### src/rtl/iob_ddr_bringup_ctrl.sv
// DDR3 EMIF bring-up sequencer: pulses EMIF reset, qualifies PLL lock, bounds calibration,
// retries on failure and holds the SoC in reset until the memory path is usable.
module iob_ddr_bringup_ctrl #(
    parameter int EMIF_RST_CYC    = 16,
    parameter int LOCK_STABLE_CYC = 256,
    parameter int CAL_TIMEOUT_CYC = 1048576,
    parameter int MAX_RETRY       = 3,
    parameter int CNT_W           = 24,
    parameter int RETRY_W         = 4
) (
    input  logic               clk_i,
    input  logic               arst_i,
    input  logic               pll_locked_i,
    input  logic               init_done_i,
    input  logic               cal_success_i,
    input  logic               cal_fail_i,
    output logic               emif_rst_o,
    output logic               sys_rst_o,
    output logic               ready_o,
    output logic               fail_o,
    output logic [RETRY_W-1:0] retries_o
);

    // state       | meaning
    // S_EMIF_RST  | EMIF held in reset for EMIF_RST_CYC cycles
    // S_WAIT_LOCK | waiting for LOCK_STABLE_CYC consecutive cycles of PLL lock
    // S_WAIT_CAL  | waiting for init_done & cal_success, bounded by CAL_TIMEOUT_CYC
    // S_RUN       | memory usable, SoC released from reset
    // S_FAIL      | retries exhausted, terminal until arst_i
    typedef enum logic [2:0] {
        S_EMIF_RST,
        S_WAIT_LOCK,
        S_WAIT_CAL,
        S_RUN,
        S_FAIL
    } state_t;

    localparam logic [CNT_W-1:0] EMIF_LAST = CNT_W'(EMIF_RST_CYC - 1);
    localparam logic [CNT_W-1:0] LOCK_LAST = CNT_W'(LOCK_STABLE_CYC - 1);
    localparam logic [CNT_W-1:0] CAL_LAST  = CNT_W'(CAL_TIMEOUT_CYC - 1);

    state_t             r_state;
    state_t             w_state_nxt;
    logic [CNT_W-1:0]   r_cnt;
    logic [CNT_W-1:0]   w_cnt_nxt;
    logic [RETRY_W-1:0] r_retries;
    logic [RETRY_W-1:0] w_retries_nxt;
    logic [3:0]         r_sync1;
    logic [3:0]         r_sync2;
    logic               w_locked_s;
    logic               w_init_done_s;
    logic               w_cal_success_s;
    logic               w_cal_fail_s;
    logic               w_error;
    logic               w_can_retry;
    logic [RETRY_W-1:0] w_retries_inc;

    always_ff @(posedge clk_i or posedge arst_i) begin
        if (arst_i) begin
            r_sync1 <= '0;
            r_sync2 <= '0;
        end else begin
            r_sync1 <= {cal_fail_i, cal_success_i, init_done_i, pll_locked_i};
            r_sync2 <= r_sync1;
        end
    end

    assign w_locked_s      = r_sync2[0];
    assign w_init_done_s   = r_sync2[1];
    assign w_cal_success_s = r_sync2[2];
    assign w_cal_fail_s    = r_sync2[3];

    // Retry count keeps counting attempts against MAX_RETRY but never wraps.
    assign w_can_retry   = 32'(r_retries) < 32'(MAX_RETRY);
    assign w_retries_inc = (r_retries == '1) ? r_retries : r_retries + RETRY_W'(1);

    always_ff @(posedge clk_i or posedge arst_i) begin
        if (arst_i) begin
            r_state   <= S_EMIF_RST;
            r_cnt     <= '0;
            r_retries <= '0;
        end else begin
            r_state   <= w_state_nxt;
            r_cnt     <= w_cnt_nxt;
            r_retries <= w_retries_nxt;
        end
    end

    always_comb begin
        w_state_nxt   = r_state;
        w_cnt_nxt     = r_cnt;
        w_retries_nxt = r_retries;
        w_error       = 1'b0;
        case (r_state)
            S_EMIF_RST: begin
                if (r_cnt == EMIF_LAST) begin
                    w_state_nxt = S_WAIT_LOCK;
                    w_cnt_nxt   = '0;
                end else begin
                    w_cnt_nxt = r_cnt + CNT_W'(1);
                end
            end
            S_WAIT_LOCK: begin
                if (!w_locked_s) begin
                    w_cnt_nxt = '0;
                end else if (r_cnt == LOCK_LAST) begin
                    w_state_nxt = S_WAIT_CAL;
                    w_cnt_nxt   = '0;
                end else begin
                    w_cnt_nxt = r_cnt + CNT_W'(1);
                end
            end
            S_WAIT_CAL: begin
                // Failure, lock loss and timeout all beat a same-cycle success.
                if (w_cal_fail_s || !w_locked_s || (r_cnt == CAL_LAST)) begin
                    w_error = 1'b1;
                end else if (w_init_done_s && w_cal_success_s) begin
                    w_state_nxt = S_RUN;
                    w_cnt_nxt   = '0;
                end else begin
                    w_cnt_nxt = r_cnt + CNT_W'(1);
                end
            end
            S_RUN: begin
                if (!w_locked_s || !w_init_done_s) begin
                    w_error = 1'b1;
                end
            end
            S_FAIL: begin
                w_state_nxt = S_FAIL;
            end
            default: begin
                w_state_nxt = S_FAIL;
            end
        endcase

        if (w_error) begin
            w_cnt_nxt = '0;
            if (w_can_retry) begin
                w_state_nxt   = S_EMIF_RST;
                w_retries_nxt = w_retries_inc;
            end else begin
                w_state_nxt = S_FAIL;
            end
        end
    end

    assign emif_rst_o = (r_state == S_EMIF_RST) || (r_state == S_FAIL);
    assign sys_rst_o  = (r_state != S_RUN);
    assign ready_o    = (r_state == S_RUN);
    assign fail_o     = (r_state == S_FAIL);
    assign retries_o  = r_retries;

endmodule

### config.mk
export PLATFORM = sky130hd
export DESIGN_NAME = iob_ddr_bringup_ctrl
export DESIGN_NICKNAME = d
export VERILOG_FILES = /design/src/rtl/iob_ddr_bringup_ctrl.sv
export SDC_FILE = /design/constraint.sdc
export NUM_CORES = 1
export LEC_CHECK = 0
export BUFFER_PORTS_ARGS = -buffer_cell sky130_fd_sc_hd__buf_4
export CAP_MARGIN = 40
export CORE_UTILIZATION = 54
export CTS_CLUSTER_DIAMETER = 40
export CTS_CLUSTER_SIZE = 24
export DETAILED_ROUTE_END_ITERATION = 6
export MAX_ROUTING_LAYER = met4
export PLACE_DENSITY = 0.73
export SYNTH_ARGS = -nofsm -noshare
export SYNTH_HDL_FRONTEND = slang
export SYNTH_SLANG_ARGS = --single-unit
export TNS_END_PERCENT = 50
### constraint.sdc
create_clock -name clk_i -period 2.5 [get_ports clk_i]
set_clock_uncertainty 0.1 [all_clocks]
set_input_delay 0.125 -clock clk_i [delete_from_list [all_inputs] [get_ports clk_i]]
set_output_delay 0.125 -clock clk_i [all_outputs]
set_load 0.005 [all_outputs]
==> results.cfg, run 1 <==
[global_route]
antenna_found_initial = 0
grt_pass1_wl_um = 8930
grt-ovfl-total = 0
grt_usage_pct = 28.1
grt_pass1_vias = 1911
grt_max_degree = 40

[clock_network]
cts_sinks = 39
cts_buffers = 5
clockRootBuffer = clkbuf_8
clkTransAtPathRegs_ns = 0.08
cts_tree = done
max-clock-path-buffers = 2
insertion_delay_ns = 0.30
htreeDepth = 2

[placed_design]
dp_slack_ns = 0.314
portBuffers = 13
finalWeightedCongestion = 0.902
hpwl_um = 3510

[critical_path]
start_kind = flop
crit_arrival_ns = 2.29
rr_startpoint = r_cnt[20]
reg2reg_slack_ns = 0.28
crit_type = flop to flop
worstRegToRegCells = 6
endpoint_kind = flop
worstPathMaxFanout = 18
reg2reg_to = r_cnt[9]
endpoint = r_cnt[9]
worst_ep_required_time_ns = 2.57
startpoint = r_cnt[20]

[synthesis]
synth_edf_count = 0
muxShareOfSynthArea_pct = 0.506
synth_cell_types = 51
synth.top_cell.area_share_pct = 43.9
yosys.area_share.adder_pct = 1.13
ys_seq_area_share_pct = 43.9
synth_compound_area_share_pct = 25.2
synth_async_sr_flop_share_pct = 100
synth_top_family_by_area = compound AO/OA/AOI/OAI gates
yosysMostFrequentCell = dfrtp_1
synth_seq_cells = 39
yosysTopAreaCell = dfrtp_1
synthesis.nets = 252
synthCells = 244
avgSynthCellArea_um2 = 9.11
netlist_area_mm2 = 0.00222
synth_commonest_cells = 39 x dfrtp_1, 30 x nand2_1, 16 x a32oi_1, 16 x o21ai_1, 13 x nor2_1
yosysWarnings = 0
synthFlopType = dfrtp_1
yosys.area_share.simple_pct = 23.4
synthTopCellsByArea = dfrtp_1 44%, a32oi_1 6.3%, nand2_1 5.1%
synth_xor_area_share_pct = 0.394

[finish]
antenna_cells = 0
layout.nets = 273
area_growth_pct = 14.0
final_layout_size_suffix_gt1_share_pct = 15.8

[floorplan]
die_h_um = 66.2
die_area_mm2 = 0.00438
die_x_um = 66.2
start_util_pct = 58.5
num_rows = 22
ios = 14
coreArea_mm2 = 0.00380

[timing]
fin_tns_setup_ns = 0
rsz0062_at_grt = no
finalCritPeriodShare_pct = 88.7
worst_pin_slew_ns = 0.693
final_hold_viol_count = 0
relSlewSlack_pct = 53.8
fmax_mhz = 451
setup_slack_ns = 0.282
layout_min_cycle_time_ns = 2.22
finalMaxSlewViolations = 0
setup_viol_count_final = 0

[route]
drt-total-wl_um = 5220
detail_route.first_pass.iterations = 4
via_count = 2085
remaining_drc_errors = 0
via_per_inst = 6.64
first_iter_violations = 233
ant_nets = 0
wl_per_cell_um = 16.6

[power_and_ir_drop]
p_leak_nw = 1.06
ir_drop_v = 0.000545
powerDensity_mw_per_mm2 = 514

[outcome]
outcome = completed

[worst_hold_path]
hold_class = flop to flop

[job]
cap_violations = 0
-- placed cells by master (no fill, tap or decap), drive strengths merged, types with 2 or more instances in the layout --
| cell | n |
|---|---|
| a41o | 2 |
| nor2 | 13 |
| and3 | 5 |
| a31oi | 2 |
| nor4 | 7 |
| nand2b | 4 |
| clkbuf | 5 |
| clkinvlp | 2 |
| nand4 | 7 |
| o311ai | 3 |
| a211oi | 2 |
| nor3 | 8 |
| and2 | 2 |
| and4 | 5 |
| a22oi | 2 |
| nand2 | 30 |
| dlygate4sd3 | 5 |
| o211ai | 5 |
| a21oi | 10 |
| a311oi | 2 |
| a32oi | 16 |
| buf | 27 |
| o21ai | 28 |
| dfrtp | 39 |
| nand3 | 8 |
| inv | 5 |
| ha | 2 |
-- layer usage --
| layer | GRT usage (%) | part of all wire [%] |
|---|---|---|
| met1 | 37.0 | 45 |
| met2 | 43.0 | 48 |
| met3 | 6.21 | 5.6 |
| met4 | 9.31 | 2.0 |
| met5 | - | 0 |
-- worst max-delay path, cell delays in order (launching register included) --
cell and delay (ns):
dfrtp_1 0.47, nor4_1 0.50, and4_1 0.35, o22ai_1 0.15, o21ai_2 0.15, buf_4 0.24, o311ai_1 0.12
-- worst min-delay path by stage --
stage,startpoint,to,slack [ns],cells past startpoint
floorplan,pll_locked_i,r_sync1[0],0.06,0
global placement,cal_fail_i,r_sync1[3],0.13,1
detailed placement,cal_fail_i,r_sync1[3],0.14,1
CTS,r_sync1[2],r_sync2[2],0.26,0
global route,r_sync1[0],r_sync2[0],0.26,0
finish,r_sync1[2],r_sync2[2],0.25,0
-- stage by stage --
stage | std cells | total power [W] | cell area, um2 | hold slack (ns) | util (%)
floorplan | 244 | 0.000823 | 2220 | 0.0564 | -
global placement | 301 | 0.000875 | 2390 | 0.134 | 63.0
detailed placement | 301 | 0.000881 | 2390 | 0.136 | 63.0
CTS | 314 | 0.00131 | 2530 | 0.257 | 66.7
global route | 314 | 0.00137 | 2530 | 0.263 | 66.7
finish | 314 | 0.00130 | 2530 | 0.253 | 66.7
-- final cells by class --
type / instances / area (um2)
flip-flops and latches: 39 / 976
clock inverters: 3 / 20.0
clock buffers: 5 / 68.8
inverters: 5 / 18.8
fillers: 299 / 1260
multi-input cells: 182 / 1120
well taps: 48 / 60.1
repair buffers: 32 / 265
-- state kept, by name, indices dropped and copies added (netlist names) --
register,count
r_cnt,24
r_state,3
r_sync1,4
r_sync2,4
retries_o,4
-- repair_timing --
| item | in CTS | in global routing |
|---|---|---|
| endpoints found under the hold margin | 43 | 0 |
| setup buffers | 0 | 0 |
| hold buffers | 5 | 0 |
| gates resized for setup | 0 | 0 |
-- report_power, final --
| group | internal [W] | leakage, nW | switching (W) |
|---|---|---|---|
| Sequential | 0.000672 | 0.516 | 0.0000480 |
| Combinational | 0.0000729 | 0.503 | 0.0000816 |
| Clock | 0.000194 | 0.0402 | 0.000234 |
-- cell families after synthesis --
family | count (synthesis)
flip-flops | 39
adder cells (fa/ha/maj) | 2
multiplexers | 1
AND/OR/NAND/NOR | 98
buffers and inverters | 23
XOR/XNOR | 1
AO/OA/AOI/OAI | 80
No activity file was read; power rests on OpenSTA's default activity.
==> run 2: changes to the inputs <==
--- a/config.mk
+++ b/config.mk
@@ -7,6 +7,7 @@
 export LEC_CHECK = 0
 export BUFFER_PORTS_ARGS = -buffer_cell sky130_fd_sc_hd__buf_4
 export CAP_MARGIN = 40
+export CORE_MARGIN = 2
 export CORE_UTILIZATION = 54
 export CTS_CLUSTER_DIAMETER = 40
 export CTS_CLUSTER_SIZE = 24
==> results.cfg, run 2 (synthesis results as in run 1) <==
[placed_design]
hpwl_um = 3550
portBuffers = 13
finalWeightedCongestion = 0.943
dp_cells = 305

[route]
wl_per_cell_um = 16.8
first_iter_violations = 216
wl_met3_um = 368
via_per_inst = 6.46
routed-wl-met2_um = 2490
via_count = 2054
ant_nets = 0
top_layer = met4
wl_met1_um = 2420
drt-total-wl_um = 5350
remaining_drc_errors = 0
detail_route.first_pass.iterations = 5

[worst_hold_path]
worstHoldEndpoint = r_sync2[1]
whs_path_depth = 0
min_from = r_sync1[1]
hold_class = flop to flop

[floorplan]
die_x_um = 68.2
start_util_pct = 56.0
num_rows = 23
coreArea_mm2 = 0.00397
die_area_mm2 = 0.00465
die_h_um = 68.2
ios = 14

[critical_path]
endpoint_kind = flop
start_kind = flop
rr_startpoint = r_cnt[6]
crit_type = flop to flop
worstPathMaxFanout = 7
max_stage_delay_ns = 0.58
reg2reg_to = r_cnt[9]
crit_arrival_ns = 2.37
crit_chain = or4_1, a32oi_1, o22ai_1, o21ai_2, buf_4, o311ai_1
worstRegToRegCells = 6
worst_ep_required_time_ns = 2.57
reg2reg_slack_ns = 0.20
crit_path_top_delay_cell = or4_1

[power_and_ir_drop]
switching_share_pct = 24.2
comb_power_share_pct = 10.5
intPower_w = 0.00114
ir_drop_v = 0.000601
powerDensity_mw_per_mm2 = 583
clock_power_share_pct = 41.7
switchingPower_w = 0.000365
p_seq_share_pct = 47.8
p_leak_nw = 1.09

[timing]
final_hold_viol_count = 0
worst_pin_slew_ns = 0.724
setup_viol_count_final = 0
finalMaxSlewViolations = 0
layout_min_cycle_time_ns = 2.30
relSlewSlack_pct = 51.7
rsz0062_at_grt = no
fmax_mhz = 436
finalCritPeriodShare_pct = 91.8
fin_tns_setup_ns = 0

[finish]
top_register = r_cnt
final_layout_size_suffix_gt1_share_pct = 16.4
area_growth_pct = 16.3
layout_common_cells = 39 x dfrtp_1, 30 x nand2_1, 29 x buf_4, 16 x a32oi_1, 16 x o21ai_1
layout.nets = 275
n_fill_cell = 332
multi_input_area_mm2 = 0.00112
seq_area_um2 = 976
fin_cells = 318
largest_reg_flops = 24
layout_commonest_cell = dfrtp_1
antenna_cells = 0

[global_route]
grt_usage_pct = 26.6
antenna_found_initial = 0
grt-ovfl-total = 0
grt_pass1_wl_um = 8910
grt_max_degree = 40
grt_pass1_vias = 1902

[clock_network]
ctsHoldBuffers = 5
cts_buffers = 5
cts_tree = done
cts_setup_buffers = 0
insertion_delay_ns = 0.30
clkTransAtPathRegs_ns = 0.08
clockRootBuffer = clkbuf_8
htreeDepth = 2
max-clock-path-buffers = 2
post_cts_resized = 0
cts_sinks = 39

[job]
cap_violations = 0

[outcome]
outcome = completed
==> run 2: changes by cell type in the layout (fill, tap and decap cells not counted), sizes merged <==
cell      before  now
clkinvlp       2    1
clkinv         1    0
bufinv         0    2
buf           27   29
==> run 2: stage by stage <==
step | util, % | area, um2 | hold slack, ns | total power, W | setup WS, ns
finish | 65.1 | 2590 | 0.258 | 0.00151 | 0.205
global route | 65.1 | 2590 | 0.270 | 0.00158 | 0.131
CTS | 65.1 | 2590 | 0.255 | 0.00151 | 0.239
detailed placement | 60.4 | 2400 | 0.136 | 0.000882 | 0.241
global placement | 60.4 | 2400 | 0.135 | 0.000877 | 0.288
floorplan | - | 2220 | 0.0564 | 0.000823 | 0.162
==> run 2: layout make-up <==
cell class,instances,area share [%]
Tap cell,50,2.42
Clock inverter,3,2.61
Sequential cell,39,37.7
Timing Repair Buffer,34,10.4
Clock buffer,5,2.66
Multi-Input combinational cell,182,43.5
Inverter,5,0.726
==> run 2: worst max-delay path, delay by kind of cell, from the launching register on <==
family                 cells  cell delay (ns)
flip-flops                 1             0.44
AO/OA/AOI/OAI              4             0.83
AND/OR/NAND/NOR            1             0.58
buffers and inverters      1             0.22
==> run 2: routing by layer <==
| layer | up-vias | track usage (%) |
|---|---|---|
| li1 | 979 | - |
| met1 | 976 | 35.8 |
| met2 | 89 | 39.7 |
| met3 | 10 | 6.09 |
| met4 | 0 | 8.75 |
| met5 | - | - |
==> run 2: power groups by stage <==
stage          combinational [W]  sequential [W]  clock [W]
4_1_cts                 0.000159        0.000717   0.000637
3_3_place_gp            0.000148        0.000729          0
6_report                0.000158        0.000721   0.000629
3_5_place_dp            0.000153        0.000729          0
2_1_floorplan          0.0000997        0.000723          0
5_1_grt                 0.000178        0.000726   0.000671
==> run 2: worst max path at each step <==
| stage | startpoint | to | cells past startpoint |
|---|---|---|---|
| 3_5_place_dp | r_cnt[21] | r_cnt[9] | 6 |
| 5_1_grt | r_cnt[21] | r_cnt[21] | 6 |
| 4_1_cts | r_cnt[21] | r_cnt[9] | 6 |
| 3_3_place_gp | r_cnt[21] | r_cnt[9] | 6 |
| 2_1_floorplan | r_cnt[0] | r_cnt[18] | 9 |
| 6_report | r_cnt[6] | r_cnt[9] | 6 |
